File: src/rtl/reg_bus_arbiter.sv
// -----------------------------------------------------------------------------
// reg_bus_arbiter
//
// Two-master arbiter for a shared register bus. Masters m0 and m1 request
// accesses. A round-robin pointer picks the winner when both request at once.
// The winner's address, write data and direction are latched at grant. The
// bus stays in ACCESS until the slave acks or until TIMEOUT cycles pass. A
// single RESP cycle then returns done/err/rdata to the winner.
//
// Parameters
//   TIMEOUT  ACCESS cycles without bus_ack before the transfer aborts with err
//   ADDR_W   register address width
//   DATA_W   register data width
//
// Ports
//   clk                    rising-edge clock
//   rst                    asynchronous reset, active low
//   m0_req / m1_req        access request, held until that master's done
//   m0_addr / m1_addr      register address, sampled at grant
//   m0_wdata / m1_wdata    write data, sampled at grant
//   m0_wr / m1_wr          1 = write, 0 = read, sampled at grant
//   m0_gnt / m1_gnt        master owns the bus (ACCESS and RESP)
//   m0_done / m1_done      one-cycle completion pulse
//   m0_err / m1_err        timeout abort flag, valid with done
//   m_rdata                read data of the completed transfer
//   bus_addr               shared bus address
//   bus_wdata              shared bus write data
//   bus_wr                 write qualifier, only high during ACCESS
//   bus_en                 access strobe, high for the whole ACCESS state
//   bus_rdata              slave read data, captured with bus_ack
//   bus_ack                slave completion, only used during ACCESS
// -----------------------------------------------------------------------------
module reg_bus_arbiter #(
    parameter int TIMEOUT = 15,
    parameter int ADDR_W  = 7,
    parameter int DATA_W  = 8
) (
    input  logic              clk,
    input  logic              rst,

    input  logic              m0_req,
    input  logic [ADDR_W-1:0] m0_addr,
    input  logic [DATA_W-1:0] m0_wdata,
    input  logic              m0_wr,
    output logic              m0_gnt,
    output logic              m0_done,
    output logic              m0_err,

    input  logic              m1_req,
    input  logic [ADDR_W-1:0] m1_addr,
    input  logic [DATA_W-1:0] m1_wdata,
    input  logic              m1_wr,
    output logic              m1_gnt,
    output logic              m1_done,
    output logic              m1_err,

    output logic [DATA_W-1:0] m_rdata,

    output logic [ADDR_W-1:0] bus_addr,
    output logic [DATA_W-1:0] bus_wdata,
    output logic              bus_wr,
    output logic              bus_en,
    input  logic [DATA_W-1:0] bus_rdata,
    input  logic              bus_ack
);

    localparam int               CNT_W    = $clog2(TIMEOUT) + 1;
    localparam logic [CNT_W-1:0] CNT_LAST = CNT_W'(TIMEOUT - 1);

    typedef enum logic [1:0] {
        IDLE   = 2'd0,
        ACCESS = 2'd1,
        RESP   = 2'd2
    } state_t;

    state_t              state_q;
    state_t              state_d;

    logic                ptr_q;      // preferred master: 0 = m0, 1 = m1
    logic                owner_q;    // master that holds the bus
    logic [CNT_W-1:0]    cnt_q;
    logic                wr_q;
    logic [ADDR_W-1:0]   addr_q;
    logic [DATA_W-1:0]   wdata_q;
    logic [DATA_W-1:0]   rdata_q;
    logic                err_q;

    logic                any_req;
    logic                win;
    logic                cnt_expired;

    assign any_req     = m0_req | m1_req;
    // A lone requester wins outright; the pointer only breaks ties.
    assign win         = (m0_req && m1_req) ? ptr_q : m1_req;
    assign cnt_expired = (cnt_q == CNT_LAST);

    // -------------------------------------------------------------------------
    // FSM state register
    // -------------------------------------------------------------------------
    always_ff @(posedge clk or negedge rst) begin
        if (!rst) begin
            state_q <= IDLE;
        end else begin
            state_q <= state_d;
        end
    end

    // -------------------------------------------------------------------------
    // FSM next-state logic
    // -------------------------------------------------------------------------
    always_comb begin
        state_d = state_q;
        case (state_q)
            IDLE: begin
                if (any_req) begin
                    state_d = ACCESS;
                end
            end
            ACCESS: begin
                // An ack on the last allowed cycle still ends the access
                // normally; the datapath gives it priority over the abort.
                if (bus_ack || cnt_expired) begin
                    state_d = RESP;
                end
            end
            RESP: begin
                state_d = IDLE;
            end
            default: begin
                state_d = IDLE;
            end
        endcase
    end

    // -------------------------------------------------------------------------
    // FSM outputs
    // -------------------------------------------------------------------------
    always_comb begin
        m0_gnt    = 1'b0;
        m1_gnt    = 1'b0;
        m0_done   = 1'b0;
        m1_done   = 1'b0;
        m0_err    = 1'b0;
        m1_err    = 1'b0;
        bus_en    = 1'b0;
        bus_wr    = 1'b0;
        m_rdata   = rdata_q;
        bus_addr  = addr_q;
        bus_wdata = wdata_q;
        case (state_q)
            ACCESS: begin
                m0_gnt = ~owner_q;
                m1_gnt =  owner_q;
                bus_en = 1'b1;
                bus_wr = wr_q;
            end
            RESP: begin
                m0_gnt  = ~owner_q;
                m1_gnt  =  owner_q;
                m0_done = ~owner_q;
                m1_done =  owner_q;
                m0_err  = ~owner_q & err_q;
                m1_err  =  owner_q & err_q;
            end
            default: begin
            end
        endcase
    end

    // -------------------------------------------------------------------------
    // Grant latch, timeout counter, response capture and round-robin pointer
    // -------------------------------------------------------------------------
    always_ff @(posedge clk or negedge rst) begin
        if (!rst) begin
            ptr_q   <= 1'b0;
            owner_q <= 1'b0;
            cnt_q   <= '0;
            wr_q    <= 1'b0;
            addr_q  <= '0;
            wdata_q <= '0;
            rdata_q <= '0;
            err_q   <= 1'b0;
        end else begin
            case (state_q)
                IDLE: begin
                    if (any_req) begin
                        owner_q <= win;
                        wr_q    <= win ? m1_wr    : m0_wr;
                        addr_q  <= win ? m1_addr  : m0_addr;
                        wdata_q <= win ? m1_wdata : m0_wdata;
                        cnt_q   <= '0;
                    end
                end
                ACCESS: begin
                    if (bus_ack) begin
                        rdata_q <= wr_q ? '0 : bus_rdata;
                        err_q   <= 1'b0;
                    end else if (cnt_expired) begin
                        rdata_q <= '1;
                        err_q   <= 1'b1;
                    end else begin
                        // Stops at CNT_LAST, so the counter never wraps.
                        cnt_q <= cnt_q + CNT_W'(1);
                    end
                end
                RESP: begin
                    ptr_q <= ~owner_q;
                end
                default: begin
                end
            endcase
        end
    end

endmodule

File: config.mk
export PLATFORM = sky130hd
export DESIGN_NAME = reg_bus_arbiter
export DESIGN_NICKNAME = d
export VERILOG_FILES = /design/src/rtl/reg_bus_arbiter.sv
export SDC_FILE = /design/constraint.sdc
export NUM_CORES = 1
export LEC_CHECK = 0
export CORE_ASPECT_RATIO = 1.1
export CORE_UTILIZATION = 30
export CTS_CLUSTER_DIAMETER = 80
export DETAILED_ROUTE_END_ITERATION = 6
export HOLD_SLACK_MARGIN = 0.1
export MAX_ROUTING_LAYER = met4
export PLACE_DENSITY = 0.68
export SYNTH_ARGS = -nofsm -noshare
export SYNTH_HDL_FRONTEND = slang
export SYNTH_SLANG_ARGS = --single-unit
export TNS_END_PERCENT = 1
File: constraint.sdc
create_clock -name clk -period 4.2 [get_ports clk]
set_input_delay 0.84 -clock clk [delete_from_list [all_inputs] [get_ports clk]]
set_output_delay 0.84 -clock clk [all_outputs]
set_load 0.02 [all_outputs]
== Word level (Yosys, flattened, before mapping) ==
Cells that the tools add are included.

* Bits in registers: 34
* Input bits: 45
* Output and inout bits: 31
* Word-level logic and storage cells: 55

* Equality and inequality tests: 7
* $add $sub $neg: 1
* Bitwise operators: 4
* Reduce and logical (&&, ||, !) cells: 10
* Muxes and demuxes: 24

{| class="wikitable"
|+ Operators with widths
! cell !! count
|-
| 8-bit 2-to-1 mux || 4
|-
| 5-bit 2-to-1 mux || 3
|-
| 1-bit 2-to-1 mux || 12
|-
| 5-bit one-hot mux with 2 select lines || 1
|-
| 2-bit != test (second input constant) || 4
|-
| 7-bit 2-to-1 mux || 1
|-
| 2-bit AND reduction || 3
|-
| 5-bit by 1-bit adder with 5-bit output (second input constant) || 1
|-
| 5-bit by 4-bit == test with 1-bit output (second input constant) || 1
|-
| 2-bit 2-to-1 mux || 2
|-
| 2-bit one-hot mux with 2 select lines || 1
|-
| 4-bit AND reduction || 1
|-
| 2-bit nonzero test || 2
|-
| 1-bit AND || 2
|-
| 2-bit by 1-bit == test with 1-bit output (second input constant) || 1
|-
| 2-bit == test (second input constant) || 1
|-
| 2-bit zero test || 1
|-
| 2-bit OR reduction || 1
|-
| 1-bit logical AND || 1
|-
| 1-bit logical OR || 1
|-
| 1-bit NOT || 1
|-
| 1-bit OR || 1
|}

== Logic depth before layout (Yosys ltp) ==
* Depth after elaboration: 4
* Mapped depth: 6
* Gate-level depth less buffers: 5

== Worst setup path before layout ==
Ideal clock, no wire load.

* Path type: register -> output
* Start point: register state_q[1]
* End point: output port bus_wr
* Path buffers: 1
* Arrival: 1.331 ns
* Setup slack: 2.029 ns
* Stages on the path, launching flop included: 5
* Required time: 3.360 ns
* Cell sequence: dfrtp_1 inv_1 ha_1 clkbuf_1 and2_1

* Word-level cells in the longest chain between the ends: 2

{| class="wikitable"
|+ Ends and longest elaborated chain
! what !! line !! RTL
|-
| from (decl) || 76 || <nowiki>state_t state_q;</nowiki>
|-
| from (signal assigned) || 104 || <nowiki>state_q <= state_d;</nowiki>
|-
| 2-bit by 1-bit == test with 1-bit output || 150 || <nowiki>case (state_q)</nowiki>
|-
| 1-bit 2-to-1 mux || 150 ||
|-
| to (decl) || 61 || <nowiki>output logic bus_wr,</nowiki>
|}

No other way between the ends.

== Worst setup path after layout ==
Same ends and word-level chain as after synthesis.

==> reports/results.ini <==
[die]
fp.dieH_um=85.0
dieArea_um2=6590
core-area_um2=5910
num_rows=29
io_pins=76
die_w_um=77.5
start_util_pct=31.8

[route]
drtPass1Iterations=4
viasPerCell=4.92
drt-total-wl_um=4550
dr.first_iter.drc_count=86
vias=1689
wl_per_cell_um=13.3
drc=0
postRouteAntennaNets=0

[placement]
placed_area_um2=2660
dp_cells=335
port_buffers=75
dp_hpwl_um=3210
gp_congestion=0.695

[synthesis]
synth_common_cells=34 x dfrtp_1, 26 x o21ai_0, 20 x nor2_1
synth_cells=195
synth-main-ff-cell=dfrtp_1
muxShareOfSynthArea_pct=5.32
synthXorXnorAreaFrac_pct=0
synth-edff-count=0
yosysTopAreaCell=dfrtp_1
synthAdderAreaFrac_pct=3.33
synth_top_area_share_pct=45.2
synth_most_common_cell=dfrtp_1
netlist_area_um2=1880
synthesis.nets=245
synth_top_family_by_area=simple AND/OR/NAND/NOR gates
ys_warn_count=0
ys_seq_elements=34
synth_async_sr_flop_share_pct=100
synth_area_leaders=dfrtp_1 45%, o21ai_0 6.9%, nand3b_1 6.4%, a31oi_1 5.3%, mux2_2 4.8%
ys_seq_area_share_pct=45.2
synth-simple-area-share_pct=19.7
synth-compound-area-share_pct=19.6
synth_cell_type_count=46
syn_avg_cell_area_um2=9.64

[timing]
tightest_slew_ns=1.01
clock_skew_ns=0.00535
hold_ws_ns=0.487
max_clock_freq_mhz=345
finalHoldViolCount=0
slew-limit-headroom_pct=32.4
slew_viol_final=0
setup_viol=0
rsz0062_at_grt=no
setup_total_negative_slack_ns=0
post-route-period-util_pct=69.0
fin_crit_ns=2.90

[worst_hold_path]
hold_depth=2
hold_class=reg2reg

[clock_tree]
cts_sinks=34
clkTransAtPathRegs_ns=0.07
post_cts_buffers=0
clk_path_buf_depth=2
cts-buffers-inserted=5
cts-root-buf=clkbuf_8
worstSkewPairLatency_ns=0.28
postCtsHoldBufs=0
cts_tree=done
cts_resized=0
htreeDepth=2

[worst_setup_path]
crit_type=reg2out
crit_fanout=15
endpoint_kind=output pin
worstRegToRegCells=5
crit_required_ns=3.36
crit_arrival_ns=2.06
cp-start-kind=flop

[final_layout]
antenna_cells=0
finalNonFillerCells=343
syn2layout_area_growth_pct=47.2
nets=315
final_core_util_pct=46.8
fillers=565
fin_area_um2=2770
drive_gt1_share_pct=8.27

[global_routing]
grt_pass1_vias=1612
grt_max_degree=35
antenna_found_initial=0
grt_overflow=0
grt_pass1_wl_um=7490
grt_usage_pct=14.9

[power]
p_leak_nw=1.12
powerDensity_nw_per_um2=680
peakVddDrop_mv=0.266

[run_status]
status=completed

[flow_run]
drv_cap=0

## logic make-up after synthesis
logic type	count (synthesis)
buffers and inverters	29
AND/OR/NAND/NOR	60
adder cells (fa/ha/maj)	5
AO/OA/AOI/OAI	58
multiplexers	9
flip-flops	34
## worst max-delay path, stage by stage, from the launching register on
cell	delay [ns]
dfrtp_1	0.38
inv_1	0.10
ha_1	0.50
and2_1	0.20
clkdlybuf4s50_1	0.59
## stage by stage
| stage | setup WS (ns) | power, W |
|---|---|---|
| after floorplan | 2.03 | 0.00118 |
| after global placement | 1.41 | 0.00159 |
| after detailed placement | 1.38 | 0.00160 |
| after CTS | 1.29 | 0.00190 |
| after global routing | 1.19 | 0.00202 |
| final | 1.30 | 0.00188 |
## path summary, 6_finish.rpt
kind                            start    endpoint  slack [ns]
max                        state_q[1]      bus_wr        1.30
min                             ptr_q       ptr_q        0.49
max reg2reg                state_q[1]    cnt_q[3]        2.06
min reg2reg                     ptr_q       ptr_q        0.49
max in group asynchronous         rst    cnt_q[2]        3.09
min in group asynchronous         rst  m_rdata[0]        0.63
## cell usage in the layout (no fill, tap or decap), drive strengths merged, types with 2 or more instances in the layout
cell type / count
mux2: 8
clkdlybuf4s50: 74
o21ai: 27
nor4b: 2
o31a: 2
ha: 5
nor2b: 2
clkbuf: 7
and2b: 2
nand3b: 16
a31oi: 16
dfrtp: 34
nor2: 20
and2: 6
buf: 2
inv: 16
and3: 2
nor3b: 3
nand3: 2
## final cells by class
class	count	area, µm²	share of cell area (%)
tap	77	96.3	3.48
clock inverter	1	30.0	1.08
clock buffer	7	76.3	2.76
sequential	34	851	30.7
inverter	16	60.1	2.17
multi-input combinational	132	901	32.5
timing repair buffer	76	753	27.2
## layer usage
| layer | track usage (%) | share of wire [%] | vias to the layer above |
|---|---|---|---|
| met3 | 4.19 | 7.4 | 5 |
| met5 | - | 0 | - |
| met4 | 5.32 | 1.2 | 0 |
| met1 | 18.2 | 47 | 797 |
| met2 | 23.5 | 45 | 58 |
| li1 | - | - | 829 |
## power by group
| part | switching [W] | leakage (nW) | internal, W |
|---|---|---|---|
| Sequential | 0.000105 | 0.397 | 0.000482 |
| Combinational | 0.000515 | 0.670 | 0.000488 |
| Clock | 0.000113 | 0.0524 | 0.000177 |
| Total | 0.000734 | 1.12 | 0.00115 |
## registers in the layout, indices dropped and copies added (netlist names)
register and flops:
bus_wdata 8, m_rdata 8, bus_addr 7, cnt_q 5, state_q 2, err_q 1
owner_q 1, ptr_q 1, wr_q 1
Power figures use the tool's default switching activity.
==> edit 1, RTL diff (same settings) <==
Re-encode `state_t` (3 states) as one-hot, 3 bits wide.
--- a/src/rtl/reg_bus_arbiter.sv
+++ b/src/rtl/reg_bus_arbiter.sv
@@ -67,10 +67,10 @@
     localparam int               CNT_W    = $clog2(TIMEOUT) + 1;
     localparam logic [CNT_W-1:0] CNT_LAST = CNT_W'(TIMEOUT - 1);
 
-    typedef enum logic [1:0] {
-        IDLE   = 2'd0,
-        ACCESS = 2'd1,
-        RESP   = 2'd2
+    typedef enum logic [2:0] {
+        IDLE   = 3'b001,
+        ACCESS = 3'b010,
+        RESP   = 3'b100
     } state_t;
 
     state_t              state_q;
Behaviour: no difference found for any inputs over 10 cycles, from zero or initial values and one cycle with rst low; not proved beyond that.
==> edit 1 against the unedited design <==
Non-clock buffer count unchanged. Synthesized area down 12%. Sequential cell count up 1. Total power down 16%. Wire length down 18%. Setup slack worse by 0.093 ns. Cell area down 8.8%. Critical path type unchanged. Critical endpoint is now m0_gnt. Largest cell class is now registers.
==> edit 1: results (changes against the unedited design) <==
status:
  status: "finished, final reports clean"
synthesis:
  synth_area_leaders: "dfrtp_1 (52%), mux2i_1 (9.7%), nand2_1 (5.0%)"
  syn_nets: 211  # -14%
  yosysUniqueCellTypes: 30  # -35%
  seq_area_frac_synth: 0.532  # +0.0794
  synth.top_cells.by_count: "dfrtp_1 (34), nand2_1 (22), mux2i_1 (16)"
timing:
  period_needed_ns: 2.99  # +0.0930 ns
  fin_skew_ns: 0.00883  # +0.00348 ns
  maxSlewHeadroom: 0.236  # -0.0876
global_route:
  grt_usage: 0.149  # +0.000204
  grt_pass1_vias: 1351  # -16%
  grt_start_max_net_pins: 41  # +17%
  grt_pass1_wl_um: 6350  # -15%
clock_network:
  cts_buffers: 5  # unchanged
  path_clk_slew_ns: 0.07  # about the same
  root_buffer: "clkbuf_8"
  postCtsSetupBuffers: 0  # unchanged
place:
  gp_congestion: 0.770  # +11%
  place_ws_ns: 1.38  # +0.00133 ns
  post-dp-hpwl_um: 2710  # -16%
power_and_ir_drop:
  vdd_drop_max_mv: 0.307  # +15%
  leakage_nw: 1.12  # -0.18%
setup_path:
  r2r-start: "state_q[0]"
  cp.arrival_ns: 2.15  # +0.09 ns
  r2r-end: "cnt_q[2]"
  endpoint: "m0_gnt"
  reg2reg_depth: 4  # -1
  critPathLaunch: "state_q[0]"
  crit_fanout: 8  # -7
layout:
  layout-drive-gt1-share: 0.0422  # -0.0405
  finalNetCount: 283  # -10%
  fillCellCount: 517  # -8.5%
min_path:
  min_path_type: "register to register"
die:
  rows: 27  # -6.9%
detailed_routing:
  post_drt_wl_per_cell_um: 12.1  # -8.5%
  vias_per_cell: 4.53  # -8.1%
  drt_iter0_drc: 121  # +41%
[edit 1: how the worst min path moves through the flow]
stage                       startpoint      endpoint  slack, ns
after floorplan                  ptr_q         ptr_q       0.46
after global placement    bus_wdata[6]  bus_wdata[6]       0.46
after detailed placement   bus_addr[2]   bus_addr[2]       0.47
after CTS                  bus_addr[2]   bus_addr[2]       0.49
after global routing      bus_wdata[5]  bus_wdata[5]       0.52
final                      bus_addr[2]   bus_addr[2]       0.48
[edit 1: kinds of logic (layout without fill, tap and decap cells)]
logic type                 after synthesis  in the layout  share of synthesized area
and+or+nand+nor                         66             66                      0.202
muxes                                   16             16                     0.0971
DFF                                     35             35                      0.532
AOI/OAI and AO/OA                       31             31                      0.115
adders and majority gates                2              2                     0.0152
buffers and inverters                   14             87                     0.0387
[edit 1: routing by layer]
metal | global-route usage | vias up | wire, µm | part of all wire
met5 | - | - | 0 | 0
met4 | 0.0529 | 0 | 21 | 0.0056
met3 | 0.0530 | 4 | 174 | 0.046
met2 | 0.229 | 44 | 1820 | 0.49
met1 | 0.181 | 644 | 1730 | 0.46
li1 | - | 707 | - | -
[edit 1: through the flow]
step / hold WS (ns) / instances / area, µm² / total power, mW / util
2_1_floorplan: 0.461 / 164 / 1650 / 1.01 / -
3_3_place_gp: 0.461 / 301 / 2440 / 1.35 / 0.476
3_5_place_dp: 0.475 / 301 / 2440 / 1.36 / 0.476
4_1_cts: 0.487 / 309 / 2520 / 1.60 / 0.492
5_1_grt: 0.515 / 309 / 2520 / 1.71 / 0.492
6_report: 0.477 / 309 / 2520 / 1.58 / 0.492
[edit 1: worst max-delay path, stage by stage, from the launching register on]
cell and delay, ns:
dfstp_2 0.37, or3b_1 0.49, clkinv_1 0.19, nor2_1 0.08, nor2_1 0.12, clkdlybuf4s50_1 0.61
[edit 1: cell type report]
| class | count | area [µm²] | area share |
|---|---|---|---|
| repair buffers | 76 | 753 | 0.298 |
| well taps | 72 | 90.1 | 0.0357 |
| multi-input cells | 115 | 712 | 0.282 |
| flip-flops and latches | 35 | 877 | 0.347 |
| inverters | 3 | 11.3 | 0.00446 |
| clock buffers | 7 | 76.3 | 0.0302 |
| clock inverters | 1 | 5.00 | 0.00198 |
[edit 1: where the power goes]
part           internal, mW  total (mW)  leakage (nW)  switching, mW
Sequential            0.489       0.592         0.432          0.104
Clock                 0.116       0.234        0.0422          0.117
Combinational         0.373       0.755         0.644          0.382
Total                 0.978        1.58          1.12          0.603
==> edit 2, RTL diff (same settings) <==
Made on the original files. Change the parameter `DATA_W` from 8 to 10.
--- a/src/rtl/reg_bus_arbiter.sv
+++ b/src/rtl/reg_bus_arbiter.sv
@@ -33,7 +33,7 @@
 module reg_bus_arbiter #(
     parameter int TIMEOUT = 15,
     parameter int ADDR_W  = 7,
-    parameter int DATA_W  = 8
+    parameter int DATA_W  = 10
 ) (
     input  logic              clk,
     input  logic              rst,
Ports: changed (5 resized); port bits go from 76 to 86. The function was not compared with the original's and may differ.
==> edit 2 against the unedited design <==
Sequential share of layout area increased by 0.33 points. Hold slack improved by 0.0060 ns. Non-clock buffer count increased by 12. Synthesized area rose by 10%. Count of clock-buffer cells in the layout shrank 2. Cell area rose by 11%. Global-route usage rose by 0.94 points. Sequential cell count increased by 4. Setup slack gained 0.10 ns. Wire length rose by 14%. Utilization fell by 0.65 points. Cell count rose by 10%. Total power grew 14%. Largest cell class unchanged. Largest power group unchanged. Highest routed layer unchanged.
==> edit 2: results (changes against the unedited design) <==
timing:
  worst_pin_slew_ns: 0.861  # -0.154 ns
  fin_crit_sh: 0.666  # -0.0244
  fin_skew_ns: 0.00622  # +0.000877 ns
place:
  post-dp-hpwl_um: 3630  # +13%
  dp_cells: 371  # +11%
  place_ws_ns: 1.61  # +0.226 ns
  portBuffers: 85  # +13%
global_route:
  grt_start_max_net_pins: 39  # +11%
  grt_usage: 0.158  # +0.00936
power_and_ir_drop:
  vdd_drop_max_mv: 0.339  # +27%
  leakage_nw: 1.24  # +11%
setup_path:
  crit_fanout: 23  # +8
  reg2reg_depth: 6  # +1
  cp.arrival_ns: 1.96  # -0.10 ns
  rrSetupSlack_ns: 2.39  # +0.33 ns
layout:
  fin_cells: 379  # +10%
  layout-drive-gt1-share: 0.0539  # -0.0288
  finalNetCount: 352  # +12%
  fillCellCount: 652  # +15%
synthesis:
  yosysUniqueCellTypes: 40  # -13%
  synth_area_leaders: "dfrtp_1 (46%), nand3b_1 (6.5%), a31oi_1 (5.4%)"
  syn_inst: 218  # +12%
  yosysTopAreaCellShare: 0.459  # +0.00651
  synth.top_cells.by_count: "dfrtp_1 (38), nor2_1 (21), inv_1 (19)"
  seq_area_frac_synth: 0.459  # +0.00651
status:
  status: "finished, final reports clean"
detailed_routing:
  vias_per_cell: 5.02  # +2.0%
  drt_iter0_drc: 118  # +37%
-- edit 2: cell types whose count changed in the layout (fill, tap and decap cells not counted), sizes merged, moves of 3 or more --
| cell | before | now |
|---|---|---|
| dfrtp | 34 | 38 |
| mux2 | 8 | 0 |
| o21ai | 27 | 20 |
| o21a | 1 | 12 |
| inv | 16 | 19 |
| clkdlybuf4s50 | 74 | 84 |
| o211ai | 0 | 10 |
-- edit 2: metal layers --
layer / up-vias / share of wire / global-route usage
li1: 935 / - / -
met1: 905 / 0.44 / 0.175
met2: 57 / 0.50 / 0.279
met3: 6 / 0.048 / 0.0347
met4: 0 / 0.011 / 0.0568
met5: - / 0 / -
-- edit 2: power by group --
| group | switching (mW) | internal [mW] |
|---|---|---|
| registers | 0.121 | 0.545 |
| logic | 0.601 | 0.564 |
| clock network | 0.130 | 0.175 |
-- edit 2: area by class of cell --
class                           count  area share
Sequential cell                    38       0.311
Tap cell                           82      0.0335
Inverter                           19      0.0233
Timing Repair Buffer               88       0.284
Clock buffer                        5      0.0225
Multi-Input combinational cell    144       0.313
Clock inverter                      3      0.0131
-- edit 2: final timing paths --
path,end,startpoint
min in group asynchronous,bus_addr[3],rst
worst min register to register,m_rdata[7],m_rdata[7]
max in group asynchronous,bus_wdata[8],rst
worst max register to register,cnt_q[1],state_q[1]
worst max-delay path,bus_wr,state_q[1]
worst min-delay path,m_rdata[7],m_rdata[7]
-- edit 2: through the flow --
step	hold WS [ns]	util	cell area, µm²
after detailed placement	0.481	0.445	2950
after global placement	0.472	0.445	2950
after global routing	0.522	0.461	3060
after floorplan	0.459	-	2070
final	0.493	0.461	3060
after CTS	0.499	0.461	3060
-- edit 2: critical path, delay by kind of cell (launching register included) --
kind / cells / cell delay, ns
buffers and inverters: 3 / 0.95
flip-flops: 1 / 0.39
adder cells (fa/ha/maj): 1 / 0.17
AND/OR/NAND/NOR: 1 / 0.16
-- edit 2: kinds of logic (layout without fill, tap and decap cells) --
logic type | count (synthesis) | after routing | share of synthesized area
AO/OA/AOI/OAI | 78 | 78 | 0.257
AND/OR/NAND/NOR | 60 | 60 | 0.171
flip-flops | 38 | 38 | 0.459
buffers and inverters | 36 | 115 | 0.0785
adder cells (fa/ha/maj) | 5 | 5 | 0.0302
multiplexers | 1 | 1 | 0.00483
